--- src/rtl/alt_pll_pkg.sv ---
// Shared constants and sizing helpers for the synthesizable PLL stand-in.
package alt_pll_pkg;

  localparam int unsigned DefC0Div      = 2;
  localparam int unsigned DefC1Div      = 4;
  localparam int unsigned DefC1Phase    = 1;
  localparam int unsigned DefLockCycles = 16;

  function automatic int unsigned cnt_width(input int unsigned n);
    int unsigned w;
    w = $clog2(n);
    return (w < 1) ? 1 : w;
  endfunction

  function automatic int unsigned high_cnt(input int unsigned n);
    return n / 2;
  endfunction

endpackage

--- src/rtl/pll_clk_div.sv ---
// Enable-gated divider producing a registered clock with floor(DIV/2) high cycles
// and a fixed phase offset set by the counter's reset value.
module pll_clk_div
  import alt_pll_pkg::*;
#(
  parameter int unsigned DIV   = DefC0Div,
  parameter int unsigned PHASE = 0
) (
  input  logic clk,
  input  logic areset_n,
  input  logic en,
  output logic clk_out
);

  if (DIV < 2) begin : g_bad_div
    $error("pll_clk_div: DIV must be >= 2");
  end
  if (PHASE >= DIV) begin : g_bad_phase
    $error("pll_clk_div: PHASE must be < DIV");
  end

  localparam int unsigned CntW = cnt_width(DIV);
  localparam logic [CntW-1:0] CntMax = CntW'(DIV - 1);
  localparam logic [CntW-1:0] CntHigh = CntW'(high_cnt(DIV));
  // Starting PHASE counts before zero delays the first rising edge by PHASE cycles.
  localparam logic [CntW-1:0] CntRst = (DIV == 0) ? '0 : CntW'((DIV - PHASE) % DIV);

  logic [CntW-1:0] r_cnt;
  logic            r_clk_out;

  always_ff @(posedge clk or negedge areset_n) begin
    if (!areset_n) begin
      r_cnt     <= CntRst;
      r_clk_out <= 1'b0;
    end else if (en) begin
      r_cnt     <= (r_cnt == CntMax) ? '0 : r_cnt + 1'b1;
      r_clk_out <= (r_cnt < CntHigh);
    end
  end

  assign clk_out = r_clk_out;

endmodule

--- src/rtl/alt_pll_pll.sv ---
// PLL stand-in: lock counter gates two phase-related clock dividers; locked is
// sticky until reset.
module alt_pll_pll
  import alt_pll_pkg::*;
#(
  parameter int unsigned C0_DIV      = DefC0Div,
  parameter int unsigned C1_DIV      = DefC1Div,
  parameter int unsigned C1_PHASE    = DefC1Phase,
  parameter int unsigned LOCK_CYCLES = DefLockCycles
) (
  input  logic clk,
  input  logic areset_n,
  output logic c0,
  output logic c1,
  output logic locked
);

  if (LOCK_CYCLES < 1) begin : g_bad_lock
    $error("alt_pll_pll: LOCK_CYCLES must be >= 1");
  end

  localparam int unsigned LockW = cnt_width(LOCK_CYCLES + 1);
  localparam logic [LockW-1:0] LockMax = LockW'(LOCK_CYCLES);

  logic [LockW-1:0] r_lock_cnt;
  logic             r_locked;
  logic             w_c0;
  logic             w_c1;

  // Counter saturates at LockMax, so locked can only ever be set once per reset.
  always_ff @(posedge clk or negedge areset_n) begin
    if (!areset_n) begin
      r_lock_cnt <= '0;
      r_locked   <= 1'b0;
    end else if (r_lock_cnt != LockMax) begin
      r_lock_cnt <= r_lock_cnt + 1'b1;
      if (r_lock_cnt == LockMax - 1'b1) begin
        r_locked <= 1'b1;
      end
    end
  end

  pll_clk_div #(
    .DIV   (C0_DIV),
    .PHASE (0)
  ) u_div0 (
    .clk      (clk),
    .areset_n (areset_n),
    .en       (r_locked),
    .clk_out  (w_c0)
  );

  pll_clk_div #(
    .DIV   (C1_DIV),
    .PHASE (C1_PHASE)
  ) u_div1 (
    .clk      (clk),
    .areset_n (areset_n),
    .en       (r_locked),
    .clk_out  (w_c1)
  );

  assign c0     = w_c0;
  assign c1     = w_c1;
  assign locked = r_locked;

endmodule

--- config.mk ---
export PLATFORM = sky130hd
export DESIGN_NAME = alt_pll_pll
export DESIGN_NICKNAME = d
export VERILOG_FILES = /design/src/rtl/alt_pll_pkg.sv /design/src/rtl/pll_clk_div.sv /design/src/rtl/alt_pll_pll.sv
export SDC_FILE = /design/constraint.sdc
export NUM_CORES = 1
export LEC_CHECK = 0
export CAP_MARGIN = 5
export CORE_AREA = 2 2 39 41
export CTS_BUF_LIST = sky130_fd_sc_hd__clkbuf_2 sky130_fd_sc_hd__clkbuf_4 sky130_fd_sc_hd__clkbuf_8
export CTS_CLUSTER_DIAMETER = 100
export DETAILED_ROUTE_END_ITERATION = 10
export DIE_AREA = 0 0 41 43
export PLACE_DENSITY = 0.63
export SLEW_MARGIN = 20
export SYNTH_ARGS = -nofsm -noshare
export SYNTH_HDL_FRONTEND = slang
export SYNTH_SLANG_ARGS = --single-unit
export TNS_END_PERCENT = 10
--- constraint.sdc ---
create_clock -name clk -period 3 [get_ports clk]
set_input_delay 0.6 -clock clk [delete_from_list [all_inputs] [get_ports clk]]
set_output_delay 0.6 -clock clk [all_outputs]
set_load 0.02 [all_outputs]
# Yosys cells after proc, flatten, opt, wreduce, memory -nomap -nowiden
# Index checks and enable logic that the tools add are counted.
# totals
ff_bits	11
output_inout_bits	3
wordCells	17
# classes
muxes	2
n_addsub	3
eq_ne	3
n_reduce_logical	1
n_lt_le_gt_ge	2
# ops
op	n
5-bit by 1-bit adder with 5-bit output (second input constant)	1
5-bit by 4-bit == test with 1-bit output (second input constant)	1
5-bit inequality test (second input constant)	1
2-bit by 1-bit adder with 2-bit output (second input constant)	1
2-bit == test (second input constant)	1
2-bit less-than comparator (second input constant)	1
2-bit two-way mux	1
2-bit AND reduction	1
1-bit adder (second input constant)	1
1-bit less-than comparator (second input constant)	1
1-bit two-way mux	1

# Longest topological paths before layout
# logic_depth
word_depth	2
depth_mapped	4

# Cells and area by module
# A second synthesis with hierarchy kept.
# unflattened
cells_unflattened	35
hier_area_um2	475.5
# by_module_without_submodules
module	instances	area_per_inst_um2	cells_per_inst
alt_pll_pll	1	311.5	24
pll_clk_div at u_div1	1	130.1	9
pll_clk_div at u_div0	1	33.8	2

# Worst setup path before layout
# OpenSTA, ideal clock, no wires.
# synth_path
kind	reg-to-reg
from	reg r_lock_cnt[0]
to	reg r_locked, in the netlist locked
path_buffers	0
arrival_time_ns	1.196
stages_incl_launch_ff	5
setup_time_ns	0.127
path_slack_ns	1.677
t_required_ns	2.873
cell_sequence	dfrtp_1 > ha_1 > and3_1 > ha_1 > or2_2
# synth_via
elab_chain_len	2
# synth_lines
element	line_no	text
from (decl)	alt_pll_pll.sv:25	logic [LockW-1:0] r_lock_cnt;
from (signal assigned)	alt_pll_pll.sv:36	r_lock_cnt <= r_lock_cnt + 1'b1;
5-bit inequality test or 5-bit by 4-bit == test with 1-bit output (tied branches)	alt_pll_pll.sv:35, alt_pll_pll.sv:37	
2-bit AND reduction (no line) (*)	--	
to (signal assigned)	alt_pll_pll.sv:34	r_locked <= 1'b0;
to (signal assigned)	alt_pll_pll.sv:38	r_locked <= 1'b1;
to (decl)	alt_pll_pll.sv:26	logic r_locked;
# Every way passes the cells marked *; elsewhere a longest branch is shown, timed or not.
# A chain may end at the register's enable or synchronous reset.

# Worst setup path in the final report
# layout_path
from	reg r_locked, in the netlist locked
to	out locked
# layout_rtl
element	line_no	text
to (decl)	alt_pll_pll.sv:15	output logic locked
# No word-level cell between the ends.

==> results.py <==
metrics = {
    "outcome": {
        "status": "complete, no violations",
    },
    "sta": {
        "clock_skew_ns": 0.00316,
        "post-route-min-period_ns": 1.96,
        "fin_crit_sh": 0.654,
        "setup_slack_ns": 1.04,
        "slew_viol_final": 0,
        "hold_viol": 0,
        "finalSetupViolations": 0,
        "rsz0062_at_grt": "false",
        "setup_tns_ns": 0,
        "relSlewSlack": 0.700,
        "max_slew.worst_pin.slew_ns": 0.449,
        "max_freq_ghz": 0.510,
    },
    "logic_synthesis": {
        "ys_seq_area_frac": 0.546,
        "synth_nets": 41,
        "ys_ff_latch": 10,
        "synth.distinct_cells": 18,
        "avgSynthCellArea_um2": 13.2,
        "ys_warn_count": 0,
        "syn_area_um2": 463,
        "syn_inst": 35,
    },
    "flow_run": {
        "cap_violations": 0,
    },
    "global_route": {
        "grt_pass1_vias": 287,
        "grt_max_degree": 11,
        "use_met1": 0.103,
        "overflow": 0,
        "grt_pass1_wl_um": 1080,
        "use_met3": 0.0628,
        "met2_usage": 0.134,
        "grt_usage": 0.102,
        "globalRoute.busiestLayer": "met2",
        "grt_antenna_before_repair": 0,
    },
    "power_and_ir_drop": {
        "peakVddDrop_mv": 0.136,
        "power_uw": 248,
        "intPower_uw": 197,
        "p_leak_uw": 0.000264,
        "power_density_nw_per_um2": 449,
        "clock_power_share": 0.441,
        "power_switching_uw": 51.4,
        "swShare": 0.207,
        "combPwrFrac": 0.015,
        "power.share.sequential": 0.544,
    },
    "clock_tree": {
        "cts-buffers-inserted": 3,
        "cts_setup_buffers": 0,
        "ctsResizeCount": 0,
        "cts_hold_buf": 0,
        "clk_latency_ns": 0.27,
        "cts_max_path_buffers": 2,
        "htreeDepth": 1,
        "clk_pin_slew_worst_paths_ns": 0.06,
        "clock-root-buffer": "clkbuf_4",
        "cts_tree": "done",
        "clock_sinks": 10,
    },
    "layout": {
        "regArea_um2": 253,
        "final_cell_mix": "8 x dfrtp_1, 4 x inv_1, 4 x ha_1, 4 x clkbuf_4, 4 x clkdlybuf4s50_1",
        "area.growth.synth_to_final_pct": 19.5,
        "fin_util": 0.400,
        "final_nets": 50,
        "layout-drive-gt1-share": 0.256,
        "multi_input_area_um2": 195,
        "fin_cells": 59,
        "layout_commonest_cell": "dfrtp_1",
        "fillers": 138,
        "antenna_cells": 0,
    },
    "route": {
        "routed_wl_um": 642,
        "vias_per_cell": 4.68,
        "drt_iter0_markers": 0,
        "drc_errors": 0,
        "wl_per_cell_um": 10.9,
        "firstDrtPassIters": 1,
        "vias": 276,
        "antenna_left": 0,
    },
    "floorplanning": {
        "dieArea_um2": 1760,
        "rows": 14,
        "die_w_um": 41,
        "dieHeight_um": 43,
        "io_pins": 5,
        "coreArea_um2": 1380,
        "start_util": 0.335,
    },
    "setup_path": {
        "cp.buffers_inverters": 1,
        "crit_family": "buffers and inverters",
        "critPathRequiredTime_ns": 2.40,
        "worstPathCellList": "clkdlybuf4s50_1",
        "crit_arrival_ns": 1.36,
        "worstSetupEndpointType": "output port",
        "worstSetupPathType": "reg2out",
        "critPathMaxFanout": 6,
        "slowest_stage": "clkdlybuf4s50_1",
        "critPathMaxStageDelay_ns": 0.64,
        "critPathLaunchType": "flop",
    },
    "place": {
        "hpwl_um": 488,
        "portBuffers": 4,
        "place_inst": 55,
        "dp_slack_ns": 1.31,
        "gp_congestion": 0.624,
    },
    "worst_hold_path": {
        "hp-class": "reg2reg",
    },
}
==> sequential cells by signal (all words and copies together), names as in the netlist <==
| name | count |
|---|---|
| r_lock_cnt | 5 |
| u_div1.r_cnt | 2 |
| locked | 1 |
| u_div0.clk_out | 1 |
| u_div1.clk_out | 1 |
==> cells by family after synthesis <==
kind of cell / synth area share
AOI/OAI and AO/OA: 0.0108
xor gates and xnor gates: 0.0568
adders and majority gates: 0.108
buffers and inverters: 0.0324
DFF: 0.546
muxes: 0.103
and+or+nand+nor: 0.143
==> synthesized netlist by cell type <==
cell type  n  area (µm²)
nand3_1    1        5.00
and3_1     1        6.26
xor2_1     1        8.76
ha_1       4        50.1
and3b_1    1        8.76
or2_2      1        6.26
xnor2_1    2        17.5
mux2_2     2        22.5
inv_1      4        15.0
mux2_4     1        15.0
and4bb_4   1        16.3
mux2i_1    1        10.0
or2b_1     1        7.51
dfrtp_1    8         200
nor2_1     1        3.75
o21ai_0    1        5.00
dfstp_2    2        52.6
nand2b_1   2        12.5
==> per-stage QoR <==
stage,hold WS (ns),instance area [µm²]
final,0.464,553
after global routing,0.498,553
after CTS,0.468,553
after detailed placement,0.455,523
after global placement,0.454,523
after floorplan,0.304,463
==> layer usage <==
metal	part of all wire	vias up
met5	0	-
met3	0.059	3
met4	0.053	0
li1	-	133
met2	0.44	8
met1	0.44	132
==> final cells by class <==
cell class,instances,area share
clock buffer,4,0.0543
inverter,4,0.0271
multi-input combinational,21,0.353
sequential,10,0.457
tap,16,0.0362
timing repair buffer,4,0.0724
==> final timing paths <==
check | cells past startpoint | start | end | slack [ns]
max in group asynchronous | 1 | areset_n | u_div1.r_cnt[1] | 2.02
worst max register to register | 4 | r_lock_cnt[0] | locked | 1.61
min in group asynchronous | 1 | areset_n | r_lock_cnt[1] | 0.64
worst min-delay path | 1 | u_div0.clk_out | u_div0.clk_out | 0.46
worst max-delay path | 1 | locked | locked | 1.04
worst min register to register | 1 | u_div0.clk_out | u_div0.clk_out | 0.46
==> power groups by stage <==
stage | Sequential [µW] | Combinational, µW | Clock [µW]
6_report | 135 | 3.65 | 109
5_1_grt | 135 | 4.25 | 118
4_1_cts | 135 | 4.00 | 114
3_5_place_dp | 137 | 3.92 | 0
3_3_place_gp | 137 | 3.54 | 0
2_1_floorplan | 137 | 0.000115 | 0
Note: power is estimated with default switching activity, not from simulation.
